[src/rtl/hazard_sequencer.sv]
// Pipeline hazard sequencer: load-use stall, branch flush and instruction-fetch wait control.
// Optional performance counters are enabled with `define HAZARD_PERF_CNT_EN.
module hazard_sequencer #(
    parameter int unsigned LOAD_STALL_CYCLES = 1,
    parameter int unsigned IMEM_TIMEOUT      = 255
) (
    input  logic       clk_i,
    input  logic       rst_ni,
    input  logic [4:0] id_rs_i,
    input  logic [4:0] id_rt_i,
    input  logic       id_uses_rt_i,
    input  logic       ex_mem_read_i,
    input  logic [4:0] ex_rt_i,
    input  logic       ex_branch_taken_i,
    input  logic       imem_ready_i,
    output logic       pc_write_o,
    output logic       if_id_write_o,
    output logic       if_id_flush_o,
    output logic       id_ex_bubble_o,
    output logic [1:0] state_o,
    output logic       fetch_error_o
`ifdef HAZARD_PERF_CNT_EN
    ,
    output logic [31:0] stall_cycles_o,
    output logic [31:0] flush_count_o
`endif
);

    typedef enum logic [1:0] {
        StRun       = 2'd0,
        StLoadStall = 2'd1,
        StImemWait  = 2'd2,
        StBad       = 2'd3
    } state_e;

    localparam logic [7:0] TimeoutVal = 8'(IMEM_TIMEOUT);
    localparam logic [1:0] StallLoad  = 2'(LOAD_STALL_CYCLES - 1);

    state_e     state_q, state_d;
    logic [1:0] stall_cnt_q, stall_cnt_d;
    logic [7:0] wait_cnt_q, wait_cnt_d;
    logic       fetch_error_q, fetch_error_d;
    logic       hazard;
    logic       pc_write, if_id_write, if_id_flush, id_ex_bubble;

    assign hazard = ex_mem_read_i && (ex_rt_i != 5'd0) &&
                    ((ex_rt_i == id_rs_i) || (id_uses_rt_i && (ex_rt_i == id_rt_i)));

    always_comb begin
        pc_write      = 1'b1;
        if_id_write   = 1'b1;
        if_id_flush   = 1'b0;
        id_ex_bubble  = 1'b0;
        state_d       = state_q;
        stall_cnt_d   = stall_cnt_q;
        wait_cnt_d    = wait_cnt_q;
        fetch_error_d = fetch_error_q;

        if (ex_branch_taken_i) begin
            if_id_write  = 1'b0;
            if_id_flush  = 1'b1;
            id_ex_bubble = 1'b1;
            state_d      = StRun;
            stall_cnt_d  = 2'd0;
            wait_cnt_d   = 8'd0;
        end else begin
            case (state_q)
                StRun: begin
                    if (hazard) begin
                        pc_write     = 1'b0;
                        if_id_write  = 1'b0;
                        id_ex_bubble = 1'b1;
                        if (LOAD_STALL_CYCLES > 1) begin
                            state_d     = StLoadStall;
                            stall_cnt_d = StallLoad;
                        end
                    end else if (!imem_ready_i) begin
                        // IF/ID is loaded with a NOP while fetch is pending
                        pc_write    = 1'b0;
                        if_id_write = 1'b0;
                        if_id_flush = 1'b1;
                        state_d     = StImemWait;
                        wait_cnt_d  = 8'd1;
                    end
                end
                StLoadStall: begin
                    pc_write     = 1'b0;
                    if_id_write  = 1'b0;
                    id_ex_bubble = 1'b1;
                    if (stall_cnt_q <= 2'd1) begin
                        state_d     = StRun;
                        stall_cnt_d = 2'd0;
                    end else begin
                        stall_cnt_d = stall_cnt_q - 2'd1;
                    end
                end
                StImemWait: begin
                    if (!imem_ready_i) begin
                        pc_write    = 1'b0;
                        if_id_write = 1'b0;
                        if_id_flush = 1'b1;
                        if (wait_cnt_q == TimeoutVal) begin
                            fetch_error_d = 1'b1;
                        end else begin
                            wait_cnt_d = wait_cnt_q + 8'd1;
                        end
                    end else begin
                        state_d    = StRun;
                        wait_cnt_d = 8'd0;
                    end
                end
                default: begin
                    state_d     = StRun;
                    stall_cnt_d = 2'd0;
                    wait_cnt_d  = 8'd0;
                end
            endcase
        end
    end

    // Controls are forced inactive for as long as reset is held
    assign pc_write_o     = pc_write     & rst_ni;
    assign if_id_write_o  = if_id_write  & rst_ni;
    assign if_id_flush_o  = if_id_flush  & rst_ni;
    assign id_ex_bubble_o = id_ex_bubble & rst_ni;
    assign state_o        = state_q;
    assign fetch_error_o  = fetch_error_q;

    always_ff @(posedge clk_i) begin
        if (!rst_ni) begin
            state_q       <= StRun;
            stall_cnt_q   <= 2'd0;
            wait_cnt_q    <= 8'd0;
            fetch_error_q <= 1'b0;
        end else begin
            state_q       <= state_d;
            stall_cnt_q   <= stall_cnt_d;
            wait_cnt_q    <= wait_cnt_d;
            fetch_error_q <= fetch_error_d;
        end
    end

`ifdef HAZARD_PERF_CNT_EN
    logic [31:0] stall_cycles_q, stall_cycles_d;
    logic [31:0] flush_count_q, flush_count_d;

    always_comb begin
        stall_cycles_d = stall_cycles_q;
        flush_count_d  = flush_count_q;
        if (id_ex_bubble && !ex_branch_taken_i) begin
            stall_cycles_d = stall_cycles_q + 32'd1;
        end
        if (ex_branch_taken_i) begin
            flush_count_d = flush_count_q + 32'd1;
        end
    end

    always_ff @(posedge clk_i) begin
        if (!rst_ni) begin
            stall_cycles_q <= 32'd0;
            flush_count_q  <= 32'd0;
        end else begin
            stall_cycles_q <= stall_cycles_d;
            flush_count_q  <= flush_count_d;
        end
    end

    assign stall_cycles_o = stall_cycles_q;
    assign flush_count_o  = flush_count_q;
`endif

endmodule

[config.mk]
export PLATFORM = sky130hd
export DESIGN_NAME = hazard_sequencer
export DESIGN_NICKNAME = d
export VERILOG_FILES = /design/src/rtl/hazard_sequencer.sv
export SDC_FILE = /design/constraint.sdc
export NUM_CORES = 1
export LEC_CHECK = 0
export ABC_AREA = 0
export BUFFER_PORTS_ARGS = -buffer_cell sky130_fd_sc_hd__clkbuf_2
export CAP_MARGIN = 20
export CORE_MARGIN = 2
export CORE_UTILIZATION = 52
export DETAILED_ROUTE_END_ITERATION = 8
export HOLD_SLACK_MARGIN = 0.08
export MAX_ROUTING_LAYER = met4
export PLACE_DENSITY = 0.82
export SETUP_SLACK_MARGIN = 0.15
export SYNTH_ARGS = -nofsm -noshare
export SYNTH_HDL_FRONTEND = slang
export SYNTH_SLANG_ARGS = --single-unit
[constraint.sdc]
create_clock -name clk_i -period 2.4 [get_ports clk_i]
set_input_delay 0.12 -clock clk_i [delete_from_list [all_inputs] [get_ports clk_i]]
set_output_delay 0.12 -clock clk_i [all_outputs]
set_load 0.01 [all_outputs]
==> reports/metrics.cfg <==
[status]
outcome=finished, final reports clean

[clocking]
insertion_delay_ns=0.28
clkSinkCount=10
cts.root.buffer_cell=clkbuf_4
clockBufferDepth=2
cts_tree=built
postCtsHoldBufs=0
path_clk_slew_ns=0.07
post_cts_buffers=0
cts_resized=0
htreeDepth=1
numCtsBuffers=3

[sta]
finalHoldViolations=0
rsz0062_at_grt=false
worst_slack_ns=0.742
worst_pin_slew_ns=0.645
slew_headroom_pct=56.9
skew_ns=0.00259
finalSetupViolCount=0
fin_crit_sh_pct=69.1
worst_hold_slack_ns=0.133
fmax_mhz=603
slew_viol_final=0
setup_tns_ns=0
period_minus_slack_ns=1.66

[critical_path]
worstReg2RegEnd=wait_cnt_q[0]
crit_chain=nor2b_1 -> nand3_2 -> a31o_1 -> clkbuf_2
cp_slowest_stage_delay_ns=0.37
worstSetupPathType=reg -> out
cp_max_fo=12
critPathRequiredTime_ns=2.28
crit_slowest_cell=dfxtp_1
rr_worst_depth=6
crit_arrival_ns=1.54
rrSetupSlack_ns=0.76
r2r-start=wait_cnt_q[0]
setup.worst_path.start_class=register
crit_family=simple AND/OR/NAND/NOR gates
critPathCaptureType=primary output
critPathBufInv=1

[placement]
dp_hpwl_um=1420
gp_congestion=0.852
place_ws_ns=0.796
port_buffers=26

[finish]
synthToLayoutAreaGrowth_pct=18.0
nets=146
n_antenna_cell=0
drive_above_1_share_pct=33.6

[power_and_ir_drop]
total_power_mw=0.372
swShare_pct=28.9
p_clk_share_pct=32.6
p_int_mw=0.265
p_seq_share_pct=45.6
p_leak_nw=0.371
vdd_drop_max_v=0.000280
p_sw_mw=0.108
p_comb_share_pct=21.8
p_per_area_nw_per_um2=398

[detailed_routing]
drc_errors=0
vias=816
drtIter0Drc=12
vias_per_cell=5.91
totalWireLength_um=1840
wl_per_cell_um=13.4
ant_nets=0
firstDrtPassIters=5

[logic_synthesis]
synth_area_per_cell_um2=8.18
postSynthCellCount=97
synth_seq_cells=10
synth-seq-area-share_pct=25.2
ys_types=41
syn_nets=119
synth_area_um2=793
yosysWarnings=0

[run]
cap_violations=0

[global_route]
grt_antenna_before_repair=0
grt_pass1_vias=768
grt_start_max_net_pins=13
grt_usage_pct=22.9
grt_pass1_wl_um=3180
grt_overflow=0

[worst_hold_path]
hold_depth=2
hp-start=rst_ni
worstHoldEndpoint=fetch_error_o
hold_class=in -> reg

[floorplan]
core-area_um2=1470
initial_utilization_pct=53.9
row_count=14
die_h_um=43.1
die_w_um=43.1
die_area_um2=1850
io_pins=28

==> cells in the mapped netlist (all sizes together) <==
library cell | count | share of area, %
nand2 | 12 | 6.6
or3 | 1 | 1.4
dfxtp | 10 | 25
o211a | 1 | 1.3
nor2 | 3 | 1.4
nor3 | 5 | 3.8
a211oi | 1 | 1.6
and2 | 3 | 2.4
o21ai | 10 | 6.3
and3 | 2 | 1.6
a41o | 1 | 1.3
a31oi | 2 | 1.6
a41oi | 2 | 2.2
nor2b | 3 | 2.4
clkbuf | 1 | 0.47
inv | 2 | 0.95
a31o | 2 | 2.2
o211ai | 1 | 0.95
a311oi | 1 | 1.9
nand4b | 1 | 1.1
and4 | 1 | 1.1
or2 | 1 | 0.79
nand4 | 2 | 1.6
conb | 1 | 0.47
ha | 1 | 1.6
a22o | 1 | 1.1
o21a | 1 | 0.95
buf | 3 | 3.3
a21boi | 3 | 2.8
o22ai | 1 | 1.6
or2b | 1 | 0.95
nand3 | 5 | 4.4
a21oi | 2 | 1.7
xnor2 | 10 | 11
==> per-layer routing <==
metal | track usage [%] | up-vias | share of wire [%]
met5 | - | - | 0
met4 | 5.45 | 0 | 0
met3 | 6.38 | 0 | 8.4
met2 | 38.5 | 28 | 52
met1 | 27.0 | 381 | 40
li1 | - | 407 | -
==> placed cells by master (no fill, tap or decap), types with 2 or more instances in the layout <==
cell type / n
dfxtp_1: 10
nand2_2: 3
and2_1: 3
a21boi_1: 3
and3_1: 2
a41oi_1: 2
nor2b_1: 3
nand2_1: 9
o21ai_1: 3
nand3_1: 3
a31o_1: 2
xnor2_1: 10
o21ai_0: 7
nor2_1: 3
nand4_1: 2
clkbuf_2: 26
a31oi_1: 2
nor3_1: 4
nand3_2: 2
clkbuf_4: 3
==> cells by family (layout without fill, tap and decap cells) <==
family | after synthesis | in the layout | synth area share [%]
and+or+nand+nor | 40 | 40 | 29.5
other | 1 | 1 | 0.473
AOI/OAI and AO/OA | 29 | 29 | 27.4
buffers and inverters | 6 | 31 | 4.73
DFF | 10 | 10 | 25.2
adders and majority gates | 1 | 1 | 1.58
xor gates and xnor gates | 10 | 10 | 11.0
==> final cells by class <==
class / count / area, um2
Clock buffer: 3 / 22.5
Timing Repair Buffer: 26 / 130
Inverter: 2 / 7.51
Sequential cell: 10 / 200
Tap cell: 16 / 20.0
Fill cell: 136 / 536
Multi-Input combinational cell: 81 / 556
==> flip-flops by register name, summed over array words and instances (netlist names) <==
name and count:
fetch_error_o 1, wait_cnt_q 8, state_o 1
==> power groups by stage <==
| stage | clock network (mW) | logic (mW) | registers, mW |
|---|---|---|---|
| 2_1_floorplan | 0 | 0.0480 | 0.173 |
| 3_3_place_gp | 0 | 0.0774 | 0.173 |
| 3_5_place_dp | 0 | 0.0804 | 0.173 |
| 4_1_cts | 0.119 | 0.0811 | 0.170 |
| 5_1_grt | 0.124 | 0.0893 | 0.170 |
| 6_report | 0.121 | 0.0811 | 0.170 |
==> how the worst max path moves through the flow <==
stage / from / end / slack (ns) / cells past startpoint
CTS: state_o[1] / if_id_flush_o / 0.75 / 4
global placement: wait_cnt_q[0] / wait_cnt_q[2] / 0.86 / 6
global route: wait_cnt_q[0] / wait_cnt_q[2] / 0.64 / 6
floorplan: wait_cnt_q[0] / wait_cnt_q[2] / 0.90 / 6
detailed placement: wait_cnt_q[0] / wait_cnt_q[2] / 0.80 / 6
finish: state_o[1] / if_id_flush_o / 0.74 / 4
==> per-stage QoR <==
step / area [um2] / std cells / utilization, %
floorplan: 793 / 97 / -
global placement: 913 / 135 / 62.1
detailed placement: 913 / 135 / 62.1
CTS: 936 / 138 / 63.6
global route: 936 / 138 / 63.6
finish: 936 / 138 / 63.6
Power figures use the tool's default switching activity.
